$ cat src/rtl/flop_bank_pkg.sv
// Shared encodings and per-channel next-state rule for the multi-mode flop bank.
package flop_bank_pkg;

  localparam logic [1:0] MODE_SR = 2'b00;
  localparam logic [1:0] MODE_JK = 2'b01;
  localparam logic [1:0] MODE_D  = 2'b10;
  localparam logic [1:0] MODE_T  = 2'b11;

  localparam logic [1:0] PRI_HOLD = 2'd0;
  localparam logic [1:0] PRI_SET  = 2'd1;
  localparam logic [1:0] PRI_RST  = 2'd2;

  function automatic logic next_q(input logic [1:0] mode, input logic s, input logic r,
                                  input logic q, input logic [1:0] pri);
    logic nq;
    nq = q;
    case (mode)
      MODE_SR: begin
        case ({s, r})
          2'b10:   nq = 1'b1;
          2'b01:   nq = 1'b0;
          2'b11:   nq = (pri == PRI_SET) ? 1'b1 : ((pri == PRI_RST) ? 1'b0 : q);
          default: nq = q;
        endcase
      end
      MODE_JK: begin
        case ({s, r})
          2'b10:   nq = 1'b1;
          2'b01:   nq = 1'b0;
          2'b11:   nq = ~q;
          default: nq = q;
        endcase
      end
      MODE_D:  nq = s;
      default: nq = r ? 1'b0 : (q ^ s);  // clear wins over toggle
    endcase
    return nq;
  endfunction

endpackage

$ cat src/rtl/flop_cell.sv
// One storage channel: next-state selection, q/qbar registers and the SR illegal-input strobe.
module flop_cell
  import flop_bank_pkg::*;
#(
  parameter logic       RESET_VAL   = 1'b0,
  parameter logic [1:0] SR_PRIORITY = PRI_HOLD
) (
  input  logic       clk,
  input  logic       rst,
  input  logic       en,
  input  logic [1:0] mode,
  input  logic       s,
  input  logic       r,
  output logic       q,
  output logic       qbar,
  output logic       q_next,
  output logic       illegal
);

  logic q_d, q_q, qbar_q;

  always_comb begin
    q_d = en ? next_q(mode, s, r, q_q, SR_PRIORITY) : q_q;
  end

  // qbar is its own register so it switches on the same edge as q
  always_ff @(posedge clk) begin
    if (rst) begin
      q_q    <= RESET_VAL;
      qbar_q <= ~RESET_VAL;
    end else begin
      q_q    <= q_d;
      qbar_q <= ~q_d;
    end
  end

  assign q       = q_q;
  assign qbar    = qbar_q;
  assign q_next  = q_d;
  assign illegal = en && (mode == MODE_SR) && s && r;

endmodule

$ cat src/rtl/multi_mode_flop_bank.sv
// CH-channel SR/JK/D/T flop bank with sticky illegal flags, saturating error count and change pulse.
module multi_mode_flop_bank
  import flop_bank_pkg::*;
#(
  parameter int              CH          = 8,
  parameter logic [CH-1:0]   RESET_VAL   = '0,
  parameter int              SR_PRIORITY = 0,
  parameter int              ERR_CNT_W   = 8
) (
  input  logic                 clk,
  input  logic                 rst,
  input  logic                 en,
  input  logic [1:0]           mode,
  input  logic [CH-1:0]        s,
  input  logic [CH-1:0]        r,
  input  logic                 err_clr,
  output logic [CH-1:0]        q,
  output logic [CH-1:0]        qbar,
  output logic [CH-1:0]        err_flag,
  output logic [ERR_CNT_W-1:0] err_cnt,
  output logic                 changed
);

  localparam logic [ERR_CNT_W-1:0] ERR_MAX = {ERR_CNT_W{1'b1}};

  logic [CH-1:0]        q_next, illegal;
  logic [CH-1:0]        err_flag_d, err_flag_q;
  logic [ERR_CNT_W-1:0] err_cnt_d, err_cnt_q;
  logic                 changed_d, changed_q;
  logic                 illegal_any;

  for (genvar i = 0; i < CH; i++) begin : g_cell
    flop_cell #(
      .RESET_VAL  (RESET_VAL[i]),
      .SR_PRIORITY(2'(SR_PRIORITY))
    ) u_cell (
      .clk    (clk),
      .rst    (rst),
      .en     (en),
      .mode   (mode),
      .s      (s[i]),
      .r      (r[i]),
      .q      (q[i]),
      .qbar   (qbar[i]),
      .q_next (q_next[i]),
      .illegal(illegal[i])
    );
  end

  assign illegal_any = |illegal;

  // A clear in the same cycle as an illegal event keeps only this cycle's evidence
  always_comb begin
    err_flag_d = err_flag_q | illegal;
    err_cnt_d  = err_cnt_q;
    if (illegal_any && (err_cnt_q != ERR_MAX)) err_cnt_d = err_cnt_q + ERR_CNT_W'(1);
    if (err_clr) begin
      err_flag_d = illegal;
      err_cnt_d  = illegal_any ? ERR_CNT_W'(1) : '0;
    end
    changed_d = |(q_next ^ q);
  end

  always_ff @(posedge clk) begin
    if (rst) begin
      err_flag_q <= '0;
      err_cnt_q  <= '0;
      changed_q  <= 1'b0;
    end else begin
      err_flag_q <= err_flag_d;
      err_cnt_q  <= err_cnt_d;
      changed_q  <= changed_d;
    end
  end

  assign err_flag = err_flag_q;
  assign err_cnt  = err_cnt_q;
  assign changed  = changed_q;

endmodule
$ cat config.mk
export PLATFORM = sky130hd
export DESIGN_NAME = multi_mode_flop_bank
export DESIGN_NICKNAME = d
export VERILOG_FILES = /design/src/rtl/flop_bank_pkg.sv /design/src/rtl/flop_cell.sv /design/src/rtl/multi_mode_flop_bank.sv
export SDC_FILE = /design/constraint.sdc
export NUM_CORES = 1
export LEC_CHECK = 0
export ABC_AREA = 1
export CAP_MARGIN = 20
export CORE_MARGIN = 2
export CORE_UTILIZATION = 45
export CTS_CLUSTER_SIZE = 20
export DETAILED_ROUTE_END_ITERATION = 12
export DONT_BUFFER_PORTS = 1
export GPL_TIMING_DRIVEN = 0
export HOLD_SLACK_MARGIN = 0.05
export SLEW_MARGIN = 20
export SYNTH_ARGS = -nofsm -noshare
export SYNTH_HDL_FRONTEND = slang
export SYNTH_HIERARCHICAL = 1
export SYNTH_SLANG_ARGS = --single-unit
export TNS_END_PERCENT = 10
$ cat constraint.sdc
create_clock -name clk -period 2.83 [get_ports clk]
set_clock_uncertainty 0.2 [all_clocks]
set_input_delay 0.849 -clock clk [delete_from_list [all_inputs] [get_ports clk]]
set_output_delay 0.849 -clock clk [all_outputs]
set_load 0.02 [all_outputs]
==> results of run 1 <==
[per-stage QoR]
step,worst slack [ps],std cells,cell area (µm²),hold slack [ps]
4_1_cts,528,438,2470,399
5_1_grt,380,438,2470,404
3_3_place_gp,246,431,2390,387
2_1_floorplan,352,361,2300,364
6_report,532,438,2470,398
3_5_place_dp,224,431,2390,391
[critical path, delay by kind of cell]
kind / cells / cell delay (ps)
simple gates: 9 / 900
fa+ha+maj: 1 / 290
buf+inv: 2 / 80
compound gates: 1 / 140
[routing by layer]
metal  part of all wire  vias to the layer above  track usage
li1                   -                     1135            -
met1               0.47                      929        0.240
met2               0.47                       40        0.297
met3              0.064                        2       0.0569
met4             0.0044                        0       0.0526
met5                  0                        -            0
[cell type report]
type / count / share of cell area
Tap cell: 70 / 0.0354
Clock buffer: 7 / 0.0349
Sequential cell: 33 / 0.267
Buffer: 2 / 0.00354
Inverter: 59 / 0.0895
Multi-Input combinational cell: 267 / 0.570
[cells by family after synthesis]
family          count (synthesis)  synth area share
simple gates                  208             0.422
compound gates                 46             0.127
flops                          33             0.287
xor+xnor                        4            0.0152
buf+inv                        61             0.100
fa+ha+maj                       9            0.0490
[power breakdown]
part           switching, mW  internal, mW  total [mW]
Clock                  0.166         0.193       0.359
Combinational          0.123        0.0893       0.212
Sequential            0.0584         0.489       0.547
[flip-flops by register name (all words and copies together) (netlist names)]
register / flops
err_flag: 8
err_cnt: 8
changed: 1
g_cell.u_cell/q: 8
g_cell.u_cell/qbar: 8
[cell usage in the layout (no fill, tap or decap), drive strengths merged]
cell / instances
nor2: 95
nand2: 80
inv: 59
dfxtp: 33
o21ai: 22
nand3: 19
a21oi: 16
ha: 9
a21boi: 8
nand3b: 8
clkbuf: 8
nor3: 4
xor2: 4
or2: 2
buf: 1
[final timing paths]
path / startpoint / endpoint / slack [ps] / depth (start not counted)
min: err_cnt[2] / err_cnt[2] / 400 / 2
max: r[1] / changed / 530 / 13
max reg2reg: g_cell[1].u_cell/q / changed / 790 / 12
min reg2reg: err_cnt[2] / err_cnt[2] / 400 / 2
==> flow_summary.ini, run 1 <==
[routing]
drt-total-wl_mm = 5.02
drc = 0
via_count = 2106
vias_per_cell = 4.81
ant_nets = 0
drtPass1Iterations = 4
drtIter0Drc = 77
wl_per_cell_um = 11.5

[clock_tree]
ctsRootBufferMaster = clkbuf_8
htreeDepth = 2
hold_buffers = 0
numCtsBuffers = 5
cts_setup_buffers = 0
cts-resized-gates = 0
cts_tree = yes
cts_buffer_depth = 2
insertion_delay_ps = 280
cts.clk_slew.worst_paths_ps = 60
clock-sinks = 33

[sta]
post-route-period-util = 0.812
fin_crit_ps = 2300
slew_violations = 0
finalHoldViolations = 0
rsz0062_at_grt = no
tns_ps = 0
worstMarginPinSlew_ps = 424
final-setup-viol-count = 0
max_clock_freq_mhz = 435
slew_headroom = 0.717

[floorplanning]
rows = 26
core-area_mm2 = 0.00501
dieArea_mm2 = 0.00570
start_util = 0.459
die_x_um = 75.5
io-pin-count = 55
die_y_um = 75.5

[synth]
syn_avg_cell_area_um2 = 6.37
synth_cells = 361
synth_flop_cell = dfxtp_1
synth_edf_count = 0
synthTopCellsByArea = dfxtp_1, nor2_1, nand2_1
yosys_warnings = 6
synth_seq_cells = 33
postSynth.asyncResetShare = 0
netlist_area_mm2 = 0.00230
yosysMostFrequentCell = nor2_1
synth_nets = 392
yosys-top-cells-count = nor2_1, nand2_1, inv_1, dfxtp_1, nor2_2
synth_cell_type_count = 20
yosysTopAreaCellShare = 0.287
ys_seq_area_frac = 0.287
yosysTopAreaCell = dfxtp_1

[finish]
nets = 399
regArea_um2 = 661
antennaDiodeCount = 0
num-fill-cells = 553
fin_util = 0.494
multi_input_area_mm2 = 0.00141
drive_gt1_frac = 0.196
area_growth_pct = 7.56

[global_routing]
grt_pass1_wl_mm = 8.07
grt_use_total = 0.185
grt-ovfl-total = 0
grt_max_degree = 25
grt_pass1_vias = 1828
grt_antenna_before_repair = 0

[setup_path]
slowest_stage = ha_1
cp.required_ps = 2790
crit_type = input pin to flop
cp-start-kind = input pin
critPathMaxStageDelay_ps = 290
cp_max_fo = 3
path_cells = inv_1, ha_1, nor2_1, nor2_2, nor2_2, nand2_2, nand2_2, inv_1, or2_2, a21oi_1, nand2_1, nor2_1, nor2_1
crit_path_end_kind = flop
cp_data_arrival_time_ps = 2260
crit_top_cell = nor2_1

[placement]
place.port_buffers = 0
dp_hpwl_mm = 3.71
routabilityCongestion = 0.775

[job]
maxCapViolCount = 0

[power]
irDropWorstVdd_uv = 216
p_total_mw = 1.12
p_leak_nw = 1.20
powerDensity_mw_per_mm2 = 452

[outcome]
status = completed

[min_path]
hold_class = flop to flop
(Power assumes the default switching activity.)
==> run 2: changes to the inputs <==
- clock period: 2.83 -> 2.1 ns (I/O delays scaled with it)
==> flow_summary.ini, run 2 (synthesis results as in run 1) <==
[finish]
final_cell_mix = nor2_1, nand2_1, inv_1
drive_gt1_frac = 0.287
layout_commonest_cell = nor2_1
area_growth_pct = 13.1
antennaDiodeCount = 0
nets = 399
fin_util = 0.519

[placement]
place.port_buffers = 0
routabilityCongestion = 0.837
dp_hpwl_mm = 3.79

[setup_path]
cp-start-kind = input pin
crit_path_end_kind = flop
cp_data_arrival_time_ps = 1890
crit_type = input pin to flop
cp.required_ps = 2060
cp_max_fo = 3

[global_routing]
grt_antenna_before_repair = 0
grt-ovfl-total = 0
grt_pass1_wl_mm = 8.40
grt_pass1_vias = 1866
grt_use_total = 0.191
grt_max_degree = 25

[routing]
vias_per_cell = 4.82
drtPass1Iterations = 4
drtIter0Drc = 61
ant_nets = 0
drt-total-wl_mm = 5.19
wl_per_cell_um = 11.8
via_count = 2117
drc = 0

[clock_tree]
hold_buffers = 0
cts.clk_slew.worst_paths_ps = 70
numCtsBuffers = 5
htreeDepth = 2
insertion_delay_ps = 290
clock-sinks = 33
cts_setup_buffers = 0
ctsRootBufferMaster = clkbuf_8
cts_tree = yes
cts_buffer_depth = 2

[floorplanning]
core-area_mm2 = 0.00501
die_y_um = 75.5
die_x_um = 75.5
dieArea_mm2 = 0.00570
io-pin-count = 55
rows = 26
start_util = 0.459

[sta]
finalHoldViolations = 0
worstMarginPinSlew_ps = 454
fin_crit_ps = 1920
tns_ps = 0
holdWs_ps = 195
final-setup-viol-count = 0
max_clock_freq_mhz = 520
post-route-period-util = 0.916
slew_violations = 0
slew_headroom = 0.697
rsz0062_at_grt = no

[min_path]
hold_class = input pin to flop

[power]
powerDensity_mw_per_mm2 = 615
irDropWorstVdd_uv = 335
p_leak_nw = 1.19

[outcome]
status = completed

[job]
maxCapViolCount = 0
-- run 2: cell types whose count changed in the layout (fill, tap and decap cells not counted), sizes merged --
| cell | change |
|---|---|
| clkinv | +1 |
-- run 2: final cells by class --
cell class,instances,area (µm²)
multi-input combinational,267,1510
buffer,2,8.76
clock inverter,1,5.00
inverter,59,229
sequential,33,669
tap,70,87.6
clock buffer,7,96.3
fill,539,2410
-- run 2: repair_timing --
item,4_1_cts,5_1_grt
pin swaps,0,1
resized for setup,2,7
endpoints found under the setup margin,1,1
endpoints found under the hold margin,0,0
-- run 2: power by group --
group          switching, mW  leakage [nW]  internal [mW]
Clock                  0.246        0.0542          0.297
Combinational          0.179         0.860          0.139
Sequential            0.0794         0.273          0.661
-- run 2: critical path: stages --
cell and delay, ps:
inv_2 30, ha_4 250, nand2_1 40, nand2_1 60
nor2_2 40, nor2_2 80, nand2_2 60, nand2_2 80
inv_2 40, xor2_1 140, nor3_2 210, nand2_1 80
nor2_1 100, nor2_1 40
-- run 2: through the flow --
step / instance area, µm² / worst slack [ps] / power, mW / cells
floorplan: 2390 / 0.209 / 1.02 / 361
global placement: 2480 / -224 / 1.06 / 431
detailed placement: 2480 / -233 / 1.07 / 431
CTS: 2580 / 78.6 / 1.61 / 439
global route: 2600 / 2.30 / 1.69 / 439
finish: 2600 / 176 / 1.60 / 439
-- run 2: final timing paths --
kind	endpoint	from	depth (start not counted)	slack, ps
setup reg to reg	changed	g_cell[7].u_cell/q	12	210
hold / removal	g_cell[1].u_cell/q	rst	1	200
hold reg to reg	err_cnt[1]	err_cnt[1]	2	410
setup / recovery	changed	r[7]	14	180
-- run 2: routing by layer --
layer	track usage	vias up	routed length [µm]
li1	-	1133	-
met1	0.238	935	2380
met2	0.318	42	2480
met3	0.0595	7	287
met4	0.0565	0	53
met5	0	-	0
==> RTL change (flow settings as in run 1) <==
`RESET_VAL` is set to '0 in 2 places; all go to 1.
--- a/src/rtl/flop_cell.sv
+++ b/src/rtl/flop_cell.sv
@@ -3,5 +3,5 @@
   import flop_bank_pkg::*;
 #(
-  parameter logic       RESET_VAL   = 1'b0,
+  parameter logic       RESET_VAL   = 1'b1,
   parameter logic [1:0] SR_PRIORITY = PRI_HOLD
 ) (
--- a/src/rtl/multi_mode_flop_bank.sv
+++ b/src/rtl/multi_mode_flop_bank.sv
@@ -4,5 +4,5 @@
 #(
   parameter int              CH          = 8,
-  parameter logic [CH-1:0]   RESET_VAL   = '0,
+  parameter logic [CH-1:0]   RESET_VAL   = 1,
   parameter int              SR_PRIORITY = 0,
   parameter int              ERR_CNT_W   = 8
Function: changed (Yosys sat finds a counterexample within 4 cycles, from zero or initial values and one cycle with rst high).
==> RTL change against run 1 <==
  * Routed wire length increased by 1.8%
  * Area after synthesis decreased by 0.49%
  * Global-route usage increased by 1.6 points
  * Design area increased by 0.76%
  * Setup slack got worse by 0.018 ns
  * Sequential cell count unchanged
  * Power increased by 9.8%
  * Combinational power about the same
  * Critical endpoint unchanged
==> RTL change: results (changes against run 1) <==
Global route
  – Met1 GRT Util: 24.74% (was 24.05%)
  – First-pass GRT wire length: 8.728 mm (was 8.073 mm)
  – Largest net degree at the start of global routing: 25 (unchanged)
  – Met3 Usage GRT: 7.011% (was 5.688%)
  – Total GRT Usage: 20.11% (was 18.48%)
  – Met2 global-route usage: 32.08% (was 29.66%)
  – Vias in the first global route: 2018 (was 1828)

Timing
  – Relative max-transition margin: 70.72% (was 71.69%)
  – Setup TNS: 0 ns (unchanged)

Worst hold path
  – Hold EP: err_cnt[4]$_SDFFE_PP0P_ (was err_cnt[2]$_SDFFE_PP0P_)
  – HP Start: err_cnt[4]$_SDFFE_PP0P_ (was err_cnt[2]$_SDFFE_PP0P_)
  – Hold Crit Depth: 2 (unchanged)

Synth
  – Synth top cells by count: nor2_1, nand2_1, inv_1, dfxtp_1, nor2_2 (unchanged)
  – FFs w/ async S/R, synth: 0% (unchanged)
  – Net Count, Synth: 393 (was 392)
  – Top FF cell, synth: dfxtp_1 (unchanged)
  – Sequential share of the synthesized area: 28.87% (was 28.73%)
  – Syn Inst Count: 362 (was 361)
  – Synth unique cells: 21 (was 20)
  – Most area-consuming cells after synthesis: dfxtp_1, nor2_1, nand2_1, inv_1, nor2_2 (unchanged)

CTS
  – # resized after CTS: 0 (unchanged)
  – CTS Buf Count: 5 (unchanged)
  – Clock Pin Slew Worst Setup and Hold Paths: 0.08 ns (was 0.06 ns)
  – Root Buffer Master: clkbuf_8 (unchanged)
  – Postcts setup bufs: 0 (unchanged)

Worst setup path
  – Reg2reg end: changed$_SDFF_PP0_ (unchanged)
  – Worst path arrival time: 2.28 ns (was 2.26 ns)
  – Reg2Reg Launch Point: g_cell[1].u_cell/q$_SDFF_PP0_ (unchanged)
  – Worst-path maximum fanout: 3 (unchanged)

Status
  – Outcome: completed (unchanged)

Detailed routing
  – Vias per cell: 4.840 (was 4.808)
  – Routed wire length: 5.111 mm (was 5.019 mm)
  – Initial DRC count: 97 (was 77)
  – WL per Instance: 11.70 um (was 11.46 um)

Placed design
  – Detailed Place HPWL: 3.782 mm (was 3.707 mm)
  – Placed Cells: 429 (was 431)
  – Final RePlAce weighted congestion: 0.8715 (was 0.7754)

Cells and area
  – Final layout net count: 400 (was 399)
  – FILL cells: 500 (was 553)
  – ANT cells: 0 (unchanged)
  – Share of cells above drive strength 1: 18.65% (was 19.57%)

Power and ir drop
  – VDD IR max: 0.0002140 V (was 0.0002159 V)
  – Leak Pwr: 1.216 nW (was 1.197 nW)
## RTL change: worst max-delay path, stage by stage
cell     delay (ns)
inv_1          0.03
ha_1           0.29
nor2_1         0.12
nor2_2         0.06
nor2_2         0.11
nand2_2        0.06
nand2_2        0.07
inv_1          0.05
or2_2          0.26
a21oi_1        0.14
nand2_1        0.08
nor2_1         0.11
nor2_1         0.05
## RTL change: layout make-up
type	instances	share of cell area, %
clock buffer	6	3.313
buffer	2	0.3514
inverter	60	9.036
multi-input combinational	267	55.92
tap	67	3.363
clock inverter	2	1.506
sequential	33	26.51
## RTL change: per-layer routing
layer / up-vias / part of all wire [%]
li1: 1134 / -
met1: 919 / 46
met2: 52 / 45
met3: 10 / 6.7
met4: 0 / 2.2
met5: - / 0
## RTL change: per-stage QoR
step / utilization (%) / cell area [um^2] / setup slack, ns / hold WS (ns)
after CTS: 51.74 / 2492 / 0.5082 / 0.4029
after global placement: 49.25 / 2372 / 0.2175 / 0.3831
after floorplan: - / 2288 / 0.3517 / 0.3644
after global routing: 51.74 / 2492 / 0.3962 / 0.3879
final: 51.74 / 2492 / 0.5147 / 0.3992
after detailed placement: 49.25 / 2372 / 0.1986 / 0.3936
## RTL change: kinds of logic (layout without fill, tap and decap cells)
logic type	count (synthesis)	in the layout	synth area share, %
simple gates	207	207	41.61
fa+ha+maj	9	9	4.921
buf+inv	62	70	10.22
compound gates	47	47	12.85
xor+xnor	4	4	1.531
flops	33	33	28.87
## RTL change: where the power goes
part / internal, mW / switching [mW] / leakage [nW]
logic: 0.0879 / 0.124 / 0.888
registers: 0.488 / 0.0576 / 0.271
clock network: 0.286 / 0.184 / 0.0574
